**config.mk**
```make
export PLATFORM = sky130hd
export DESIGN_NAME = mc_control_fsm
export DESIGN_NICKNAME = d
export VERILOG_FILES = /design/src/rtl/mips_ctrl_pkg.sv /design/src/rtl/alu_decoder.sv /design/src/rtl/mc_control_fsm.sv
export SDC_FILE = /design/constraint.sdc
export NUM_CORES = 1
export LEC_CHECK = 0
export ABC_AREA = 1
export CAP_MARGIN = 20
export CORE_MARGIN = 1
export CORE_UTILIZATION = 50
export CTS_BUF_LIST = sky130_fd_sc_hd__clkbuf_16
export CTS_CLUSTER_DIAMETER = 120
export DETAILED_ROUTE_END_ITERATION = 10
export DONT_BUFFER_PORTS = 1
export HOLD_SLACK_MARGIN = 0.1
export PLACE_DENSITY = 0.75
export SYNTH_ARGS = -nofsm -noshare
export SYNTH_HDL_FRONTEND = slang
export SYNTH_SLANG_ARGS = --single-unit
```
**constraint.sdc**
```tcl
create_clock -name clk -period 1.55 [get_ports clk]
set_input_delay 0.2325 -clock clk [delete_from_list [all_inputs] [get_ports clk]]
set_output_delay 0.2325 -clock clk [all_outputs]
set_load 0.05 [all_outputs]
```
**src/rtl/mips_ctrl_pkg.sv**
```systemverilog
// Shared encodings for the multicycle MIPS control unit: FSM state codes,
// opcode/funct constants, ALU operation codes and the internal aluop selector.
`timescale 1ns/1ps
package mips_ctrl_pkg;

  // Raw state codes stay visible as plain constants so older blocks that
  // compare against numeric state values keep working.
  localparam logic [3:0] S_FETCH   = 4'd0;
  localparam logic [3:0] S_DECODE  = 4'd1;
  localparam logic [3:0] S_MEMADR  = 4'd2;
  localparam logic [3:0] S_MEMRD   = 4'd3;
  localparam logic [3:0] S_MEMWB   = 4'd4;
  localparam logic [3:0] S_MEMWR   = 4'd5;
  localparam logic [3:0] S_RTYPEEX = 4'd6;
  localparam logic [3:0] S_RTYPEWB = 4'd7;
  localparam logic [3:0] S_BEQEX   = 4'd8;
  localparam logic [3:0] S_ADDIEX  = 4'd9;
  localparam logic [3:0] S_ADDIWB  = 4'd10;
  localparam logic [3:0] S_JEX     = 4'd11;

  typedef enum logic [3:0] {
    FETCH   = S_FETCH,
    DECODE  = S_DECODE,
    MEMADR  = S_MEMADR,
    MEMRD   = S_MEMRD,
    MEMWB   = S_MEMWB,
    MEMWR   = S_MEMWR,
    RTYPEEX = S_RTYPEEX,
    RTYPEWB = S_RTYPEWB,
    BEQEX   = S_BEQEX,
    ADDIEX  = S_ADDIEX,
    ADDIWB  = S_ADDIWB,
    JEX     = S_JEX
  } state_t;

  localparam logic [5:0] OP_RTYPE = 6'b000000;
  localparam logic [5:0] OP_LW    = 6'b100011;
  localparam logic [5:0] OP_SW    = 6'b101011;
  localparam logic [5:0] OP_BEQ   = 6'b000100;
  localparam logic [5:0] OP_ADDI  = 6'b001000;
  localparam logic [5:0] OP_J     = 6'b000010;

  localparam logic [5:0] FUNCT_ADD = 6'b100000;
  localparam logic [5:0] FUNCT_SUB = 6'b100010;
  localparam logic [5:0] FUNCT_AND = 6'b100100;
  localparam logic [5:0] FUNCT_OR  = 6'b100101;
  localparam logic [5:0] FUNCT_SLT = 6'b101010;

  localparam logic [2:0] ALU_AND = 3'b000;
  localparam logic [2:0] ALU_OR  = 3'b001;
  localparam logic [2:0] ALU_ADD = 3'b010;
  localparam logic [2:0] ALU_SUB = 3'b110;
  localparam logic [2:0] ALU_SLT = 3'b111;

  typedef enum logic [1:0] {
    ALUOP_ADD   = 2'b00,
    ALUOP_SUB   = 2'b01,
    ALUOP_FUNCT = 2'b10
  } aluop_t;

  // An opcode is executable if it is one of the fixed-format instructions,
  // or an R-type whose funct field the ALU decoder recognises.
  function automatic logic op_supported(input logic [5:0] op, input logic funct_valid);
    logic ok;
    case (op)
      OP_LW, OP_SW, OP_BEQ, OP_ADDI, OP_J: ok = 1'b1;
      OP_RTYPE:                            ok = funct_valid;
      default:                             ok = 1'b0;
    endcase
    return ok;
  endfunction

endpackage

```
**src/rtl/alu_decoder.sv**
```systemverilog
// ALU decoder: maps the FSM's aluop selector and the instruction funct field
// onto the 3-bit ALU operation code.
//   aluop       in  2  ADD / SUB / FUNCT selector from the control FSM
//   funct       in  6  IR[5:0]
//   alucontrol  out 3  ALU operation code
//   funct_valid out 1  funct names a supported R-type operation
`timescale 1ns/1ps
module alu_decoder
  import mips_ctrl_pkg::*;
(
  input  aluop_t     aluop,
  input  logic [5:0] funct,
  output logic [2:0] alucontrol,
  output logic       funct_valid
);

  logic [2:0] funct_code;

  always_comb begin
    funct_code  = ALU_ADD;
    funct_valid = 1'b0;
    case (funct)
      FUNCT_ADD: begin funct_code = ALU_ADD; funct_valid = 1'b1; end
      FUNCT_SUB: begin funct_code = ALU_SUB; funct_valid = 1'b1; end
      FUNCT_AND: begin funct_code = ALU_AND; funct_valid = 1'b1; end
      FUNCT_OR:  begin funct_code = ALU_OR;  funct_valid = 1'b1; end
      FUNCT_SLT: begin funct_code = ALU_SLT; funct_valid = 1'b1; end
      default:   begin funct_code = ALU_ADD; funct_valid = 1'b0; end
    endcase
  end

  always_comb begin
    alucontrol = ALU_ADD;
    case (aluop)
      ALUOP_ADD:   alucontrol = ALU_ADD;
      ALUOP_SUB:   alucontrol = ALU_SUB;
      ALUOP_FUNCT: alucontrol = funct_code;
      default:     alucontrol = ALU_ADD;
    endcase
  end

endmodule

```
**src/rtl/mc_control_fsm.sv**
```systemverilog
// Multicycle MIPS control unit. Steps the shared datapath through the
// per-instruction state sequence and drives every datapath enable/select.
//   clk, reset_n              clock, async active-low reset
//   op, funct                 IR[31:26], IR[5:0]
//   zero                      ALU zero flag (beq)
//   mem_ready                 memory access completes this cycle
//   pcen, iord, memwrite, irwrite, regdst, memtoreg, regwrite,
//   alusrca, alusrcb, pcsrc   datapath controls
//   alucontrol                ALU operation code
//   illegal                   one-cycle pulse on an unsupported op/funct
//   instr_done                one-cycle pulse in each instruction's final state
//
// state   | meaning
// FETCH   | read instr at PC, PC <= PC+4; waits for mem_ready
// DECODE  | branch target into ALUOut, dispatch on op
// MEMADR  | ALUOut <= A + signimm
// MEMRD   | read data memory at ALUOut; waits for mem_ready
// MEMWB   | rt <= MDR
// MEMWR   | write data memory at ALUOut; waits for mem_ready
// RTYPEEX | ALUOut <= A op B
// RTYPEWB | rd <= ALUOut
// BEQEX   | compare A-B, PC <= ALUOut if zero
// ADDIEX  | ALUOut <= A + signimm
// ADDIWB  | rt <= ALUOut
// JEX     | PC <= jump target
`timescale 1ns/1ps
module mc_control_fsm
  import mips_ctrl_pkg::*;
(
  input  logic       clk,
  input  logic       reset_n,
  input  logic [5:0] op,
  input  logic [5:0] funct,
  input  logic       zero,
  input  logic       mem_ready,
  output logic       pcen,
  output logic       iord,
  output logic       memwrite,
  output logic       irwrite,
  output logic       regdst,
  output logic       memtoreg,
  output logic       regwrite,
  output logic       alusrca,
  output logic [1:0] alusrcb,
  output logic [1:0] pcsrc,
  output logic [2:0] alucontrol,
  output logic       illegal,
  output logic       instr_done
);

  state_t state_q;
  state_t state_d;
  logic   active_q;
  logic   run;

  aluop_t aluop;
  logic   funct_valid;
  logic   op_legal;

  logic pcwrite;
  logic branch;
  logic irwrite_raw;
  logic memwrite_raw;
  logic regwrite_raw;
  logic done_raw;
  logic illegal_raw;

  alu_decoder u_alu_decoder (
    .aluop       (aluop),
    .funct       (funct),
    .alucontrol  (alucontrol),
    .funct_valid (funct_valid)
  );

  assign op_legal = op_supported(op, funct_valid);

  // active_q holds the FSM parked in FETCH with all strobes off until the
  // first rising edge after reset release, so the first real fetch cycle
  // starts cleanly on a clock boundary.
  always_ff @(posedge clk or negedge reset_n) begin
    if (!reset_n) begin
      state_q  <= FETCH;
      active_q <= 1'b0;
    end else begin
      active_q <= 1'b1;
      state_q  <= active_q ? state_d : FETCH;
    end
  end

  always_comb begin
    state_d = state_q;
    case (state_q)
      FETCH:   state_d = mem_ready ? DECODE : FETCH;
      DECODE: begin
        case (op)
          OP_LW, OP_SW: state_d = MEMADR;
          OP_RTYPE:     state_d = funct_valid ? RTYPEEX : FETCH;
          OP_BEQ:       state_d = BEQEX;
          OP_ADDI:      state_d = ADDIEX;
          OP_J:         state_d = JEX;
          default:      state_d = FETCH;
        endcase
      end
      MEMADR:  state_d = (op == OP_LW) ? MEMRD : MEMWR;
      MEMRD:   state_d = mem_ready ? MEMWB : MEMRD;
      MEMWB:   state_d = FETCH;
      MEMWR:   state_d = mem_ready ? FETCH : MEMWR;
      RTYPEEX: state_d = RTYPEWB;
      RTYPEWB: state_d = FETCH;
      BEQEX:   state_d = FETCH;
      ADDIEX:  state_d = ADDIWB;
      ADDIWB:  state_d = FETCH;
      JEX:     state_d = FETCH;
      default: state_d = FETCH;
    endcase
  end

  always_comb begin
    pcwrite      = 1'b0;
    branch       = 1'b0;
    iord         = 1'b0;
    memwrite_raw = 1'b0;
    irwrite_raw  = 1'b0;
    regdst       = 1'b0;
    memtoreg     = 1'b0;
    regwrite_raw = 1'b0;
    alusrca      = 1'b0;
    alusrcb      = 2'b00;
    pcsrc        = 2'b00;
    aluop        = ALUOP_ADD;
    done_raw     = 1'b0;
    illegal_raw  = 1'b0;
    case (state_q)
      FETCH: begin
        alusrcb     = 2'b01;
        irwrite_raw = mem_ready;
        pcwrite     = mem_ready;
      end
      DECODE: begin
        alusrcb     = 2'b11;
        illegal_raw = ~op_legal;
      end
      MEMADR: begin
        alusrca = 1'b1;
        alusrcb = 2'b10;
      end
      MEMRD: begin
        iord = 1'b1;
      end
      MEMWB: begin
        memtoreg     = 1'b1;
        regwrite_raw = 1'b1;
        done_raw     = 1'b1;
      end
      MEMWR: begin
        iord         = 1'b1;
        memwrite_raw = 1'b1;
        done_raw     = mem_ready;
      end
      RTYPEEX: begin
        alusrca = 1'b1;
        aluop   = ALUOP_FUNCT;
      end
      RTYPEWB: begin
        regdst       = 1'b1;
        regwrite_raw = 1'b1;
        done_raw     = 1'b1;
      end
      BEQEX: begin
        alusrca  = 1'b1;
        aluop    = ALUOP_SUB;
        pcsrc    = 2'b01;
        branch   = 1'b1;
        done_raw = 1'b1;
      end
      ADDIEX: begin
        alusrca = 1'b1;
        alusrcb = 2'b10;
      end
      ADDIWB: begin
        regwrite_raw = 1'b1;
        done_raw     = 1'b1;
      end
      JEX: begin
        pcsrc    = 2'b10;
        pcwrite  = 1'b1;
        done_raw = 1'b1;
      end
      default: begin
        pcwrite = 1'b0;
      end
    endcase
  end

  // reset_n gates the strobes directly so an in-flight write dies the
  // moment reset asserts, without waiting on the state register.
  assign run        = reset_n & active_q;
  assign pcen       = run & (pcwrite | (branch & zero));
  assign irwrite    = run & irwrite_raw;
  assign memwrite   = run & memwrite_raw;
  assign regwrite   = run & regwrite_raw;
  assign instr_done = run & done_raw;
  assign illegal    = run & illegal_raw;

endmodule
```
==> metrics.csv, run 1 <==
metric;value;unit
cts-root-buf;sky130_fd_sc_hd__clkbuf_16;
synthXorXnorAreaFrac;0;%
netlist_instances;132;
gp_congestion;0.8157;
clock_sinks;5;
die-height;39.67;µm
synth-compound-area-share;10.05;%
ys_seq_elements;5;
start_util;53.85;%
htree_num_levels;1;
place.detailed.hpwl;2021;µm
rows;13;
total_of_buffers_placed_on_input_and_output_ports;0;
yosysUniqueCellTypes;20;
synthAdderAreaFrac;3.527;%
status;stopped before the end;
tritoncts_buffer_count;3;
cts_hold_buf;1;
dp_slack;-187.6;ps
synth_mux_area_share;0;%
post_cts.resized_instances;21;
clock_path_buffers;2;
syn_area_per_cell;5.374;µm²
synthesis.area;709.4;µm²
synthesis.nets;150;
seq_area_frac_synth;17.64;%
post_synth_simple_gate_area;52.38;%
failed_stage;4_1_cts;
pin_count;33;
placed_cell_area;1207;µm²
post_cts.repair.setup_buffers;5;
die_x;39.67;µm
yosysWarnings;0;
error_line;[ERROR DPL-0038] Utilization greater than 100%, impossible to legalize;
combinational_family_with_the_most_area_after_synthesis;simple AND/OR/NAND/NOR gates;
-- logic make-up after synthesis --
logic type / count (synthesis)
compound gates: 12
fa+ha+maj: 2
buf+inv: 30
flops: 5
other cells: 1
simple gates: 82
-- synthesized netlist by cell type --
master | instances | area (µm²)
sky130_fd_sc_hd__nor3_1 | 1 | 5.000
sky130_fd_sc_hd__a211o_1 | 1 | 8.760
sky130_fd_sc_hd__a31oi_1 | 2 | 12.51
sky130_fd_sc_hd__o21a_1 | 1 | 7.510
sky130_fd_sc_hd__a21oi_1 | 4 | 20.02
sky130_fd_sc_hd__nand2_2 | 1 | 6.260
sky130_fd_sc_hd__nor2_2 | 5 | 31.28
sky130_fd_sc_hd__o21ai_0 | 3 | 15.01
sky130_fd_sc_hd__nand3_1 | 15 | 75.07
sky130_fd_sc_hd__ha_1 | 2 | 25.02
sky130_fd_sc_hd__inv_1 | 26 | 97.59
sky130_fd_sc_hd__nor2_1 | 26 | 97.59
sky130_fd_sc_hd__nand4_1 | 1 | 6.260
sky130_fd_sc_hd__conb_1 | 1 | 3.750
sky130_fd_sc_hd__dfrtp_1 | 5 | 125.1
sky130_fd_sc_hd__nor2_4 | 3 | 33.78
sky130_fd_sc_hd__o211ai_1 | 1 | 7.510
sky130_fd_sc_hd__inv_2 | 4 | 15.01
sky130_fd_sc_hd__nand2_1 | 29 | 108.9
sky130_fd_sc_hd__nand3b_1 | 1 | 7.510
-- per-stage QoR --
step                TNS [ps]  cells
detailed placement    -647.5    181
global placement      -389.3    181
floorplan              -1768    132
==> run 2, diff against run 1 <==
- CORE_AREA: default -> 2 2 63 65
- CORE_MARGIN: 1 -> default
- CORE_UTILIZATION: 50 -> default
- CTS_BUF_LIST: sky130_fd_sc_hd__clkbuf_16 -> default
- CTS_CLUSTER_DIAMETER: 120 -> default
- DIE_AREA: default -> 0 0 65 67
- HOLD_SLACK_MARGIN: 0.1 -> default
- PLACE_DENSITY: 0.75 -> default
- PLACE_DENSITY_LB_ADDON: default -> 0.15
- clock period: 1.55 -> 2 ns (I/O delays scaled with it)
==> run 2 against run 1 <==
  * The run now ends clean
  * Synthesized cell count stayed put
  * Area after synthesis stayed put
==> metrics.csv, run 2 <==
metric;value;unit
grt_max_degree;7;
seq_area_frac_synth;17.64;%
critPathMaxStageDelay;400;ps
drt-wirelength-per-cell;10.17;µm
final_common_cell;sky130_fd_sc_hd__nand2_1;
post-route-period-util;99.63;%
global_route.usage.total;9.269;%
tritoncts_buffer_count;3;
p_comb_share;22.7;%
clock_sinks;5;
start_util;19.67;%
sequential_cell_area;127.6;µm²
worst_setup_path_start_kind;flip-flop;
post_synth_most_frequent_cells;sky130_fd_sc_hd__nand2_1 (29), sky130_fd_sc_hd__inv_1 (26), sky130_fd_sc_hd__nor2_1 (26);
pwr-share-clk;48.4;%
dp_slack;147.1;ps
final_std_cell_area_no_fill;1161;µm²
total_area_of_multi_input_combinational_cells;564.3;µm²
cts-root-buf;sky130_fd_sc_hd__clkbuf_8;
crit_slowest_cell;sky130_fd_sc_hd__dfrtp_1;
timing_startpoint_of_the_critical_path;state_q[3]$_DFF_PN0_;
powerDensity;324.3;nW/µm²
period_needed;1993;ps
grt_overflow;0;
antenna_left;0;
worst-endpoint-arrival;1690;ps
post-route-util;32.20;%
yosysWarnings;0;
cts_tree;built;
num-nets-final;181;
max-vdd-ir-drop;282.0;µV
synth_most_common_cell;sky130_fd_sc_hd__nand2_1;
synth_top_cells_by_area;sky130_fd_sc_hd__dfrtp_1 (18%), sky130_fd_sc_hd__nand2_1 (15%), sky130_fd_sc_hd__inv_1 (14%), sky130_fd_sc_hd__nor2_1 (14%), sky130_fd_sc_hd__nand3_1 (11%);
biggestRegsByFlops;state_q x4, active_q x1;
detailedRoute.firstPassIterationCount;6;
drt_iter0_drc;18;
design.die.area;4355;µm²
final_cell_mix;sky130_fd_sc_hd__nand2_1 (29), sky130_fd_sc_hd__inv_1 (23), sky130_fd_sc_hd__nor2_1 (21);
die_x;65;µm
final-setup-viol-count;0;
regToRegStartpoint;state_q[3]$_DFF_PN0_;
netlist_instances;132;
final_layout_size_suffix_gt1_share;35.80;%
grt_first_pass_wirelength;3146;µm
postSynth.topFlopCell;sky130_fd_sc_hd__dfrtp_1;
gp_congestion;0.8029;
setup_tns;0;ps
p_int;0.2721;mW
place.detailed.hpwl;1762;µm
synthesis.area;709.4;µm²
crit_top_cell;sky130_fd_sc_hd__inv_2;
status;finished clean;
remaining_drc_errors;0;
top_reg_by_flops;state_q;
placed_cell_area;999.7;µm²
timing.final.ws_setup;7.471;ps
number_of_global_route_vias_before_repair;814;
instances_no_fill;210;
edff_count_synth;0;
largest_register_ff_count;4;
grt_antenna_before_repair;0;
fin_worst_hold_slack;377.4;ps
power.switching_fraction;27.75;%
crit_path_end_kind;output port;
path_cells;inv_2, nor2_4, inv_2, nor2_4, inv_2, ha_4, nand3_2, nor3_4, nor2_1, nor2_2, buf_12;
seq_power_share;28.9;%
maxSlewViolCount;0;
grt_setup_unrepaired;true;
worstPathMaxFanout;3;
max_cap_viol_count;0;
cp.required;1700;ps
synth_top_cell_area_share;17.64;%
syn_area_per_cell;5.374;µm²
design.core.area;3606;µm²
synthesis.nets;150;
insertedDiodeCount;0;
skew;0.3050;ps
clock_path_buffers;2;
total_of_buffers_placed_on_input_and_output_ports;0;
setup_cp_type;reg2out;
die-height;67;µm
power_total;0.3766;mW
path_clk_slew;30;ps
rows;22;
yosysUniqueCellTypes;20;
p_leak;0.5740;nW
via_per_inst;4.219;
fmax;501.9;MHz
netSwitchingPower;0.1045;mW
vias;886;
htree_num_levels;1;
area_growth_syn_to_layout;63.67;%
drt_wl_total;2135;µm
hold_path.class;in2async;
ys_seq_elements;5;
clkLatencyLatePin;220;ps
fillerInstances;421;
dp_cells;196;
synthArstFlopShare;100.0;%
pin_count;33;
hold_viol;0;
synthDominantAreaCellType;sky130_fd_sc_hd__dfrtp_1;
## run 2: cell counts after synthesis
No cell type changed its count.
## run 2: layout make-up
class	instances	area share, %
tap	48	5.172
timing repair buffer	26	21.66
sequential	5	10.99
clock buffer	4	3.879
multi-input combinational	97	48.60
inverter	30	9.698
## run 2: path summary, 6_finish.rpt
kind,cells past startpoint,slack (ps),to
setup reg to reg,8,560,state_q[0]$_DFF_PN0_
max in group asynchronous,1,1410,state_q[0]$_DFF_PN0_
min in group clk,5,410,state_q[3]$_DFF_PN0_
setup / recovery,11,7,alucontrol[2]
hold / removal,1,380,active_q$_DFF_PN0_
hold reg to reg,2,550,state_q[1]$_DFF_PN0_
## run 2: routing by layer
layer | up-vias | GRT usage [%] | wire (µm) | part of all wire (%)
met4 | 0 | 3.989 | 8 | 0.37
met3 | 2 | 1.520 | 91 | 4.3
met2 | 23 | 17.01 | 1115 | 52
met5 | - | 0 | 0 | 0
met1 | 398 | 10.52 | 919 | 43
li1 | 463 | - | - | -
## run 2: power by group through the flow
stage / registers, mW / logic [mW] / clock network (mW)
finish: 0.109 / 0.0854 / 0.182
global route: 0.109 / 0.0937 / 0.196
CTS: 0.108 / 0.0792 / 0.187
detailed placement: 0.109 / 0.0749 / 0
global placement: 0.109 / 0.0742 / 0
floorplan: 0.108 / 0.0565 / 0
## run 2: timing repair
action,in CTS,in global routing
buffers inserted,1,8
resized for setup,2,8
endpoints found under the hold margin,5,0
endpoints found under the setup margin,4,5
pin swaps,2,5
hold buffers,1,0
## run 2: critical path, delay by kind of cell (launching register included)
family	cells	cell delay, ps
simple gates	6	520
buf+inv	4	400
flops	1	400
fa+ha+maj	1	150
## run 2: kinds of logic (layout without fill, tap and decap cells)
group / count (synthesis) / count (layout) / share of synthesized area [%]
other: 1 / 1 / 0.5286
buffers and inverters: 30 / 60 / 15.87
AOI/OAI and AO/OA: 12 / 12 / 10.05
DFF: 5 / 5 / 17.64
and+or+nand+nor: 82 / 82 / 52.38
adders and majority gates: 2 / 2 / 3.527
Power figures use the tool's default switching activity.
==> run 3, diff against run 2 <==
- ABC_CLOCK_PERIOD_IN_PS: default -> 2000
- CTS_CLUSTER_DIAMETER: default -> 120
- TNS_END_PERCENT: default -> 1
==> run 3 against run 2 <==
  * The run now ends with setup timing left
  * Critical path depth fell by 2
  * Final area increased by 10%
  * Setup slack worse by 58 ps
  * Non-clock buffer count increased by 11
  * Cell count grew 5.2%
  * Flip-flop and latch count unchanged
  * Sequential share of layout area fell by 0.90 points
  * Global-route usage up 1.8 points
  * Sequential power about the same
  * Worst hold slack got worse by 11 ps
  * Register-to-register slack got worse by 60 ps
  * First-iteration DRC count down 61%
==> metrics.csv, run 3 (synthesis gave the netlist of run 2 again) <==
metric;value;unit
crit_path_end_kind;output port;
grt_antenna_before_repair;0;
grt_max_degree;7;
top_reg_by_flops;state_q;
gp_congestion;0.8086;
worst_r2r_path_depth;8;
crit_slowest_cell;sky130_fd_sc_hd__dfrtp_2;
post-route-period-util;102.5;%
place.detailed.hpwl;1762;µm
powerDensity;306.5;nW/µm²
biggestRegsByFlops;state_q x4, active_q x1;
hold_path.class;in2async;
remaining_drc_errors;0;
detailedRoute.firstPassIterationCount;4;
tritoncts_buffer_count;3;
design.core.area;3606;µm²
p_leak;0.6389;nW
grt_overflow;0;
max-vdd-ir-drop;378.1;µV
timing.final.ws_setup;-50.14;ps
maxSlewViolCount;0;
worstReg2RegEnd;state_q[0]$_DFF_PN0_;
worst_setup_path_start_kind;flip-flop;
grt_setup_unrepaired;true;
number_of_global_route_vias_before_repair;936;
dp_slack;4.518;ps
path_clk_slew;40;ps
max_cap_viol_count;0;
final-setup-viol-count;2;
total_of_buffers_placed_on_input_and_output_ports;0;
num-nets-final;192;
die-height;67;µm
largest_register_ff_count;4;
setup.reg_to_reg.worst_slack;500;ps
htree_num_levels;1;
antenna_left;0;
clkLatencyLatePin;220;ps
power_total;0.3915;mW
cts-root-buf;sky130_fd_sc_hd__clkbuf_8;
instances_no_fill;221;
dp_cells;199;
global_route.usage.total;11.09;%
failed_checks;setup timing;
placed_cell_area;1012;µm²
setup_cp_type;reg2out;
status;complete, but fails checks;
setup_tns;-60.10;ps
final_cell_mix;sky130_fd_sc_hd__nand2_1 (28), sky130_fd_sc_hd__buf_4 (26), sky130_fd_sc_hd__inv_1 (21);
clock_path_buffers;2;
final_layout_size_suffix_gt1_share;42.77;%
drt_wl_total;2385;µm
die_x;65;µm
rows;22;
area_growth_syn_to_layout;80.07;%
critPathMaxStageDelay;430;ps
path_cells;buf_6, nor2_4, inv_2, nor2_4, inv_2, nor2_2, o211ai_1, nor2_1, buf_6;
regToRegStartpoint;state_q[2]$_DFF_PN0_;
via_per_inst;4.244;
pin_count;33;
skew;4.602;ps
vias;938;
worstPathMaxFanout;4;
post-route-util;35.43;%
final_std_cell_area_no_fill;1277;µm²
fmax;487.8;MHz
timing_startpoint_of_the_critical_path;state_q[2]$_DFF_PN0_;
hold_viol;0;
drt_iter0_drc;7;
worst-endpoint-arrival;1750;ps
design.die.area;4355;µm²
drt-wirelength-per-cell;10.79;µm
clock_sinks;5;
cts_tree;built;
fin_worst_hold_slack;366.7;ps
cp.required;1700;ps
grt_first_pass_wirelength;3753;µm
insertedDiodeCount;0;
final_common_cell;sky130_fd_sc_hd__nand2_1;
start_util;19.67;%
period_needed;2050;ps
-- run 3: cell count changes in the layout (fill, tap and decap cells not counted), sizes merged --
cell / change
buf: +11
-- run 3: how the worst max path moves through the flow --
stage	slack (ps)	to	cells past startpoint
floorplan	-120	alucontrol[2]	6
global placement	40	alucontrol[0]	11
detailed placement	5	alucontrol[0]	11
CTS	-70	alucontrol[2]	10
global route	-120	illegal	9
finish	-50	illegal	9
-- run 3: critical path, delay by kind of cell (launching register included) --
family          cells  cell delay (ps)
buf+inv             4              440
compound gates      1              110
simple gates        4              540
flops               1              430
-- run 3: what timing repair did --
item | in CTS | in global routing
pin swaps | 9 | 12
buffers inserted | 10 | 8
endpoints found under the hold margin | 5 | 0
setup endpoints to repair | 3 | 7
gates resized for setup | 15 | 10
hold buffers | 1 | 0
-- run 3: metal layers --
layer	vias up	GRT usage, %	part of all wire, %
met5	-	0	0
met4	0	3.989	0.71
met3	2	1.858	3.8
met2	18	22.55	56
met1	430	11.12	39
li1	488	-	-
-- run 3: cell type report --
cell class / count / area, µm²
multi-input combinational: 97 / 560.5
tap: 48 / 60.06
fill: 388 / 2328
clock buffer: 4 / 45.04
sequential: 5 / 128.9
timing repair buffer: 37 / 370.4
inverter: 30 / 112.6
-- run 3: where the power goes --
part	internal, mW	total (mW)	switching [mW]
Combinational	0.0392	0.0974	0.0583
Sequential	0.105	0.109	0.00461
Clock	0.137	0.185	0.0481
Total	0.281	0.392	0.111
==> run 4, diff against run 3 <==
- RECOVER_POWER: default -> 25
==> results of run 4 <==
The final DEF is identical to that of run 3; final timing and power are the same.
